--- src/rtl/ser_pkg.sv ---
// ser_pkg: shared state type and widths for the 4-bit serializer
package ser_pkg;
    localparam int WORD_BITS = 4;
    localparam int SEL_W = 2;
    typedef enum logic {IDLE, SHIFT} state_t;
endpackage

--- src/rtl/ser_sel_cnt.sv ---
// ser_sel_cnt: 2-bit wrapping bit-select counter with sync clear and enable
module ser_sel_cnt
    import ser_pkg::*;
(
    input  logic             clk,
    input  logic             rst,
    input  logic             clr,
    input  logic             en,
    output logic [SEL_W-1:0] cnt
);
    always_ff @(posedge clk)
        if (rst || clr) cnt <= '0;
        else if (en) cnt <= cnt + 1'b1;
endmodule

--- src/rtl/serializer_ctrl.sv ---
// serializer_ctrl: double-buffered 4-bit word serializer driving a 4:1 mux
module serializer_ctrl
    import ser_pkg::*;
#(
    parameter bit LSB_FIRST = 1
) (
    input  logic                 clk,
    input  logic                 rst,
    input  logic [WORD_BITS-1:0] in_data,
    input  logic                 in_valid,
    output logic                 in_ready,
    output logic [WORD_BITS-1:0] mux_data,
    output logic [SEL_W-1:0]     mux_sel,
    output logic                 mux_en,
    output logic                 word_start,
    output logic                 underrun
);
    state_t state, state_nxt;
    logic [WORD_BITS-1:0] cur_word, nxt_word;
    logic nxt_valid, accept, shift, last;
    logic [SEL_W-1:0] cnt;
    ser_sel_cnt u_cnt (.clk(clk), .rst(rst), .clr(!shift), .en(shift), .cnt(cnt));
    assign shift = state == SHIFT;
    assign last = shift && (&cnt);
    assign in_ready = !shift || !nxt_valid;
    assign accept = in_valid && in_ready;
    assign mux_en = shift;
    assign mux_data = cur_word;
    assign mux_sel = shift ? (LSB_FIRST ? cnt : ~cnt) : '0;
    assign word_start = shift && cnt == '0;
    assign underrun = last && !nxt_valid && !accept;
    always_comb
        state_nxt = shift ? (underrun ? IDLE : SHIFT) : (accept ? SHIFT : IDLE);
    always_ff @(posedge clk)
        if (rst) state <= IDLE;
        else state <= state_nxt;
    // an empty next buffer at the last bit lets a fresh word go straight to cur_word
    always_ff @(posedge clk)
        if (rst) begin
            cur_word <= '0;
            nxt_word <= '0;
            nxt_valid <= 1'b0;
        end else if (!shift || (last && !nxt_valid)) begin
            if (accept) cur_word <= in_data;
        end else if (last) begin
            cur_word <= nxt_word;
            nxt_valid <= accept;
            if (accept) nxt_word <= in_data;
        end else if (accept) begin
            nxt_word <= in_data;
            nxt_valid <= 1'b1;
        end
endmodule

--- config.mk ---
export PLATFORM = sky130hd
export DESIGN_NAME = serializer_ctrl
export DESIGN_NICKNAME = d
export VERILOG_FILES = /design/src/rtl/ser_pkg.sv /design/src/rtl/ser_sel_cnt.sv /design/src/rtl/serializer_ctrl.sv
export SDC_FILE = /design/constraint.sdc
export NUM_CORES = 1
export LEC_CHECK = 0
export CAP_MARGIN = 15
export CORE_UTILIZATION = 45
export CTS_BUF_LIST = sky130_fd_sc_hd__clkbuf_4 sky130_fd_sc_hd__clkbuf_8 sky130_fd_sc_hd__clkbuf_16
export CTS_CLUSTER_SIZE = 24
export DETAILED_ROUTE_END_ITERATION = 10
export GPL_ROUTABILITY_DRIVEN = 1
export PLACE_DENSITY_LB_ADDON = 0.2
export SLEW_MARGIN = 5
export SYNTH_ARGS = -nofsm -noshare
export SYNTH_HDL_FRONTEND = slang
export SYNTH_SLANG_ARGS = --single-unit
--- constraint.sdc ---
create_clock -name clk -period 3.75 [get_ports clk]
set_input_delay 0.75 -clock clk [delete_from_list [all_inputs] [get_ports clk]]
set_output_delay 0.75 -clock clk [all_outputs]
set_load 0.05 [all_outputs]
# ---- Word level (Yosys, flattened, before mapping)
# Index checks and enable logic that the tools add are counted.
dict set report word_totals {
  regBits 12
  in_bits 7
  output_inout_bits 10
  word_cells 35
}
dict set report classes {
  addsub 1
  n_eq_ne 1
  mux 9
  bitwise_logic 1
  reduce_logical 18
}
# operator count
set ops {}
lappend ops {{2-to-1 mux 4 bit} 3}
lappend ops {{AND reduction 2 bit} 4}
lappend ops {{logical AND 1 bit} 5}
lappend ops {{2-to-1 mux 1 bit} 5}
lappend ops {{nonzero test 2 bit} 2}
lappend ops {{zero test 1 bit} 3}
lappend ops {{logical OR 1 bit} 3}
lappend ops {{adder 2 x 1 -> 2 bit (second input constant)} 1}
lappend ops {{zero test 2 bit} 1}
lappend ops {{2-to-1 mux 2 bit} 1}
lappend ops {{inequality test 2 bit (second input constant)} 1}
lappend ops {{NOT 1 bit} 1}

# ---- Logic depth before layout (Yosys ltp)
# Gate-level depths: netlist (run 1).
dict set report depth {
  ltp_word 7
  depth_mapped 5
  mapped_depth_nobuf 4
}

# ---- By module
# A second synthesis (run 1) with hierarchy kept.
dict set report hier_totals {
  cells_unflattened 68
  hier_area_um2 609.3
}
# mod instances cells_per_inst area_per_inst_um2 seq_area_each_um2
set modules_own_cells {}
lappend modules_own_cells {serializer_ctrl 1 61 525.5 200.2}
lappend modules_own_cells {ser_sel_cnt 1 7 83.8 40.0}

# ---- Worst setup path after synthesis (run 1)
# OpenSTA, ideal clock, no wires.
dict set report synth_path {
  kind {reg-to-output}
  from {register state, in the netlist mux_en}
  to {output port underrun}
  arrival_time_ps 2102
  required_time_ps 3000
  setup_slack_ps 898
  path_stages_with_launch 4
  n_path_buf 1
  path_cell_list {dfxtp_1 -> clkbuf_1 -> nand2_1 -> nor3_1}
}
dict set report synth_between {
  elab_chain_cells 5
  word_cells_on_any_way 7
  cone_classes {reduce/logical (7)}
}
# element line
set synth_rtl {}
lappend synth_rtl {{start: declaration} serializer_ctrl.sv:18} ;# state_t state, state_nxt;
lappend synth_rtl {{start signal: assignment} serializer_ctrl.sv:36} ;# else state <= state_nxt;
lappend synth_rtl {{zero test 1 bit} serializer_ctrl.sv:25} ;# assign in_ready = !shift || !nxt_valid;
lappend synth_rtl {{logical OR 1 bit} serializer_ctrl.sv:25}
lappend synth_rtl {{logical AND 1 bit} serializer_ctrl.sv:26} ;# assign accept = in_valid && in_ready;
lappend synth_rtl {{zero test 1 bit} serializer_ctrl.sv:31} ;# assign underrun = last && !nxt_valid && !accept;
lappend synth_rtl {{logical AND 1 bit (*)} serializer_ctrl.sv:31}
lappend synth_rtl {{end: declaration} serializer_ctrl.sv:16} ;# output logic underrun
# Every way passes the cells marked *; elsewhere a longest branch is shown, timed or not.

# ---- Worst setup path after layout (run 1)
dict set report layout_path {
  from {input port in_valid}
  to {output port underrun}
}
dict set report layout_between {
  elab_chain_cells 3
}
# element line
set layout_rtl {}
lappend layout_rtl {{start: declaration} serializer_ctrl.sv:10} ;# input logic in_valid,
lappend layout_rtl {{logical AND 1 bit} serializer_ctrl.sv:26}
lappend layout_rtl {{zero test 1 bit} serializer_ctrl.sv:31}
lappend layout_rtl {{logical AND 1 bit} serializer_ctrl.sv:31}
# No other way between the ends.

==> impl_metrics.env, run 1 <==
export IMPL_holdCritPathClass="reg -> reg"
export IMPL_arrival_ns=2.24
export IMPL_p_leak_uw=0.000290
export IMPL_synth_cell_type_count=23
export IMPL_area_growth_syn_to_layout_pct=30.2
export IMPL_syn_area_per_cell_sq_um=8.99
export IMPL_startpoint="in_valid"
export IMPL_clock_path_buffers=2
export IMPL_syn_nets=74
export IMPL_clock_sinks=12
export IMPL_grt_pass1_vias=383
export IMPL_grt_pass1_wl_microns=1610
export IMPL_n_antenna_cell=0
export IMPL_dieArea_sq_mm=0.00145
export IMPL_grtUsageTotal_pct=16.1
export IMPL_period_share_pct=79.8
export IMPL_cp_required_ns=3.00
export IMPL_clk_latency_ns=0.26
export IMPL_numCtsBuffers=3
export IMPL_drive_gt1_share_pct=5.00
export IMPL_outcome="completed"
export IMPL_drc_errors=0
export IMPL_min_from="nxt_word[0]"
export IMPL_port_buffer_count=16
export IMPL_cp_max_fo=5
export IMPL_fin_skew_ns=0.00658
export IMPL_synth_ff_type="dfxtp_1"
export IMPL_wl_per_cell_microns=11.3
export IMPL_viasPerCell=5.23
export IMPL_syn_instance_count=65
export IMPL_row_count=12
export IMPL_reg2reg_from="u_cnt.cnt[0]"
export IMPL_cts_tree="done"
export IMPL_finalHoldViolCount=0
export IMPL_drv_cap=0
export IMPL_ant_nets=0
export IMPL_worst_pin_slew_ns=0.570
export IMPL_grt_max_degree=18
export IMPL_htreeDepth=1
export IMPL_period_minus_slack_ns=2.99
export IMPL_ctsRootBufferMaster="clkbuf_4"
export IMPL_cts_hold_buf=0
export IMPL_synth_edf_count=0
export IMPL_synth_ff_latch_count=12
export IMPL_slew_headroom_pct=61.5
export IMPL_start_util_pct=50.5
export IMPL_reg2reg_slack_ns=1.92
export IMPL_drt_pass1_iter_count=3
export IMPL_vias=492
export IMPL_gr_total_overflow=0
export IMPL_final_cell_area_sq_um=761
export IMPL_hpwl_microns=768
export IMPL_fin_nets=91
export IMPL_synth_seq_area_share_pct=41.1
export IMPL_antenna_found_initial=0
export IMPL_rsz0062_at_grt="no"
export IMPL_fp_dieH_microns=38.0
export IMPL_cts_resized=0
export IMPL_timing_critical_path_to="underrun"
export IMPL_finalSetupTns_ns=0
export IMPL_place_area_sq_um=738
export IMPL_rr_endpoint="nxt_word[3]"
export IMPL_setup_viol=0
export IMPL_clk_transition_reported_paths_ns=0.06
export IMPL_drtIter0Drc=6
export IMPL_gp_congestion=0.693
export IMPL_p_per_area_mw_per_mm2=368
export IMPL_ys_warn_count=0
export IMPL_die_width_microns=38.0
export IMPL_fmax_mhz=334
export IMPL_final_max_slew_violation_count=0
export IMPL_crit_type="in -> out"
export IMPL_ir_worst_vdd_v=0.000283
export IMPL_nFillCells=112
export IMPL_wl_microns=1060
export IMPL_setup_worst_path_start_class="primary input"
export IMPL_crit_path_end_kind="primary output"
export IMPL_netlist_area_sq_um=584
export IMPL_io_pins=17
export IMPL_async_flop_share_pct=0
export IMPL_cts_setup_buffers=0
export IMPL_coreArea_sq_mm=0.00116
export IMPL_r2r_cells=5
## cell usage after synthesis, types with 2 or more instances
cell      instances  area share, %
nand2_1           2            1.3
and2_1            3            3.2
o21bai_1          4            5.1
inv_1             4            2.6
nand3b_1          4            5.1
a21oi_1           2            1.7
mux2i_1           4            6.9
clkbuf_1          2            1.3
a221oi_1          4            6.0
o21ai_0           4            3.4
nor2_1            8            5.1
ha_1              2            4.3
dfxtp_1          12             41
## worst min-delay path by stage
stage,end,cells past startpoint
CTS,u_cnt.cnt[0],1
finish,nxt_word[0],2
floorplan,u_cnt.cnt[0],1
global route,nxt_word[1],2
global placement,u_cnt.cnt[0],1
detailed placement,nxt_word[0],2
## metal layers
metal | track usage [%] | vias to the layer above | share of wire, %
li1 | - | 257 | -
met5 | 0 | - | 0
met1 | 22.3 | 222 | 51
met3 | 6.98 | 2 | 4.8
met2 | 23.3 | 11 | 44
met4 | 2.68 | 0 | 0.38
## cells by family after synthesis
family,Yosys count,synth area share [%]
simple gates,21,20.1
compound gates,17,19.7
flops,12,41.1
buf+inv,9,7.92
mux,4,6.85
fa+ha+maj,2,4.28
## registers in the layout, indices dropped and copies added, names as in the netlist
signal	cells
mux_en	1
mux_data	4
nxt_valid	1
nxt_word	4
u_cnt.cnt	2
## cells in the final DEF (no fill, tap or decap)
master / count
nand2_1: 2
and3b_1: 1
clkdlybuf4s50_1: 16
dfxtp_1: 12
clkbuf_4: 3
inv_1: 4
ha_1: 2
buf_4: 1
o21bai_1: 4
o21ai_0: 4
mux2i_1: 4
nor3b_1: 1
and2_1: 3
nor2_1: 8
a221oi_1: 4
nand3b_1: 4
a21o_1: 1
a21oi_1: 2
a211oi_1: 1
nor3_1: 1
nor4bb_1: 1
o21ai_1: 1
## stage by stage
stage	instances	hold WS (ns)	total power, uW	utilization [%]	setup WS [ns]
finish	94	0.485	280	65.8	0.757
global route	94	0.511	292	65.8	0.679
CTS	94	0.491	283	65.8	0.746
detailed placement	91	0.479	209	63.9	0.749
global placement	91	0.471	209	63.9	0.792
floorplan	65	0.441	187	-	0.898
## cell type report
type                    instances  area, sq um  share of cell area, %
clock buffers                   3         22.5                   2.96
inverters                       4         15.0                   1.97
well taps                      14         17.5                   2.30
flip-flops and latches         12          240                   31.6
multi-input cells              44          298                   39.1
repair buffers                 17          168                   22.0
## report_power, final
| group | switching (uW) | total (uW) | internal (uW) |
|---|---|---|---|
| Combinational | 35.6 | 62.1 | 26.5 |
| Clock | 37.0 | 74.0 | 37.0 |
| Sequential | 8.75 | 144 | 135 |
| Total | 81.3 | 280 | 199 |
## worst max-delay path, stage by stage
cell and delay [ns]:
clkdlybuf4s50_1 0.47, nor3_1 0.20, clkdlybuf4s50_1 0.82
No activity file was read; power rests on OpenSTA's default activity.
==> run 2, diff against run 1 <==
--- a/config.mk
+++ b/config.mk
@@ -6,7 +6,7 @@
 export NUM_CORES = 1
 export LEC_CHECK = 0
 export CAP_MARGIN = 15
-export CORE_UTILIZATION = 45
+export CORE_UTILIZATION = 40
 export CTS_BUF_LIST = sky130_fd_sc_hd__clkbuf_4 sky130_fd_sc_hd__clkbuf_8 sky130_fd_sc_hd__clkbuf_16
 export CTS_CLUSTER_SIZE = 24
 export DETAILED_ROUTE_END_ITERATION = 10
==> constraint.sdc (replaced) <==
create_clock -name clk -period 2.7 [get_ports clk]
set_input_delay 0.54 -clock clk [delete_from_list [all_inputs] [get_ports clk]]
set_output_delay 0.54 -clock clk [all_outputs]
set_load 0.05 [all_outputs]
==> run 2 against run 1 <==
  * Sequential cell count stayed put
  * First-iteration DRC count decreased by 67%
  * Worst hold slack worse by 0.0090 ns
  * Highest routed layer unchanged
  * Critical path type is now reg -> out
  * Total power increased by 40%
  * Non-clock buffer count up 1
  * Final area up 2.5%
  * Combinational power is 44% higher
  * Cell count up 2.1%
  * Via count up 0.81%
  * Die area grew 12%
  * Largest cell class unchanged
  * Routed wire length is 6.7% higher
==> impl_metrics.env, run 2 (synthesis gave the netlist of run 1 again) <==
export IMPL_cts_setup_buffers=0
export IMPL_crit_type="reg -> out"
export IMPL_die_width_microns=40.2
export IMPL_met2_usage_pct=25.4
export IMPL_htreeDepth=1
export IMPL_grt_max_degree=13
export IMPL_setup_worst_path_start_class="flip-flop"
export IMPL_final_max_slew_violation_count=0
export IMPL_finalHoldViolCount=0
export IMPL_numCtsBuffers=3
export IMPL_fmax_mhz=435
export IMPL_clk_transition_reported_paths_ns=0.07
export IMPL_cp_required_ns=2.16
export IMPL_antenna_found_initial=0
export IMPL_arrival_ns=1.76
export IMPL_netSwitchingFraction_pct=29.4
export IMPL_start_util_pct=43.8
export IMPL_coreArea_sq_mm=0.00133
export IMPL_grt_use_met3_pct=5.00
export IMPL_ctsRootBufferMaster="clkbuf_4"
export IMPL_drv_cap=0
export IMPL_period_share_pct=85.2
export IMPL_io_pins=17
export IMPL_grtUsageTotal_pct=17.2
export IMPL_switchingPower_uw=116
export IMPL_grt_pass1_vias=411
export IMPL_cp_max_fo=12
export IMPL_gp_congestion=0.696
export IMPL_holdCritPathClass="reg -> reg"
export IMPL_seqPwrFrac_pct=50.5
export IMPL_fin_skew_ns=0.00166
export IMPL_clk_latency_ns=0.26
export IMPL_port_buffer_count=16
export IMPL_wl_microns=1130
export IMPL_hpwl_microns=789
export IMPL_n_antenna_cell=0
export IMPL_worst_pin_slew_ns=0.498
export IMPL_clock_sinks=12
export IMPL_busiest_layer="met2"
export IMPL_wl_per_cell_microns=11.8
export IMPL_area_growth_syn_to_layout_pct=33.4
export IMPL_grt_pass1_wl_microns=1760
export IMPL_ir_worst_vdd_v=0.000269
export IMPL_fin_nets=92
export IMPL_p_leak_uw=0.000299
export IMPL_drt_pass1_iter_count=2
export IMPL_finalSetupTns_ns=0
export IMPL_cts_tree="done"
export IMPL_viasPerCell=5.17
export IMPL_clkPwrFrac_pct=26.7
export IMPL_mostFrequentLayoutCells="clkdlybuf4s50_1 (15), dfxtp_1 (12), nor2_1 (8)"
export IMPL_power_uw=393
export IMPL_drtIter0Drc=2
export IMPL_period_minus_slack_ns=2.30
export IMPL_ant_nets=0
export IMPL_fp_dieH_microns=40.2
export IMPL_gr_total_overflow=0
export IMPL_p_per_area_mw_per_mm2=504
export IMPL_drive_gt1_share_pct=7.41
export IMPL_cts_hold_buf=0
export IMPL_clock_path_buffers=2
export IMPL_p_comb_share_pct=22.8
export IMPL_grt_util_met1_pct=22.1
export IMPL_dieArea_sq_mm=0.00162
export IMPL_final_common_cell="clkdlybuf4s50_1"
export IMPL_crit_path_end_kind="primary output"
export IMPL_drc_errors=0
export IMPL_setup_viol=0
export IMPL_rsz0062_at_grt="no"
export IMPL_cts_resized=0
export IMPL_p_int_uw=277
export IMPL_outcome="completed"
export IMPL_row_count=13
export IMPL_fin_hold_ws_ns=0.476
export IMPL_slew_headroom_pct=66.7
export IMPL_vias=496
run 2: power by group through the flow:
stage	Combinational [uW]	Sequential, uW	Clock, uW
floorplan	41.6	219	0
detailed placement	89.5	203	0
global route	95.8	201	117
finish	89.5	198	105
CTS	90.0	199	109
global placement	89.2	202	0
run 2: area by class of cell:
| cell class | instances | area (sq um) |
|---|---|---|
| clock buffer | 3 | 22.5 |
| fill | 124 | 554 |
| inverter | 4 | 15.0 |
| multi-input combinational | 44 | 298 |
| sequential | 12 | 240 |
| tap | 15 | 18.8 |
| timing repair buffer | 18 | 185 |
run 2: per-layer routing:
layer | wire [microns] | vias to the layer above | share of wire [%]
met5 | 0 | - | 0
met4 | 12 | 0 | 1.1
met3 | 39 | 2 | 3.5
met2 | 521 | 11 | 46
met1 | 557 | 221 | 49
li1 | - | 262 | -
run 2: critical path, stage by stage, from the launching register on:
cell and delay (ns):
dfxtp_1 0.53, and2_1 0.18, clkdlybuf4s50_1 0.79
run 2: metrics by stage:
| step | worst slack (ns) | util, % | cell area, sq um | instances |
|---|---|---|---|---|
| after CTS | 0.387 | 58.4 | 779 | 96 |
| after global routing | 0.286 | 58.4 | 779 | 96 |
| after detailed placement | 0.635 | 56.8 | 757 | 93 |
| after global placement | 0.649 | 56.8 | 757 | 93 |
| final | 0.399 | 58.4 | 779 | 96 |
| after floorplan | 0.0578 | - | 584 | 65 |
run 2: path summary, 6_finish.rpt:
path | from | end | slack [ns] | cells after the start
setup / recovery | mux_en | mux_sel[0] | 0.40 | 2
hold / removal | u_cnt.cnt[0] | u_cnt.cnt[0] | 0.48 | 1
setup reg to reg | u_cnt.cnt[0] | nxt_word[2] | 1.19 | 5
hold reg to reg | u_cnt.cnt[0] | u_cnt.cnt[0] | 0.48 | 1
==> run 3, diff against run 2 <==
--- a/config.mk
+++ b/config.mk
@@ -11,6 +11,7 @@
 export CTS_CLUSTER_SIZE = 24
 export DETAILED_ROUTE_END_ITERATION = 10
 export GPL_ROUTABILITY_DRIVEN = 1
+export HOLD_SLACK_MARGIN = 0.03
 export PLACE_DENSITY_LB_ADDON = 0.2
 export SLEW_MARGIN = 5
 export SYNTH_ARGS = -nofsm -noshare
==> results of run 3 <==
No change in the layout: final DEF, timing and power equal those of run 2.
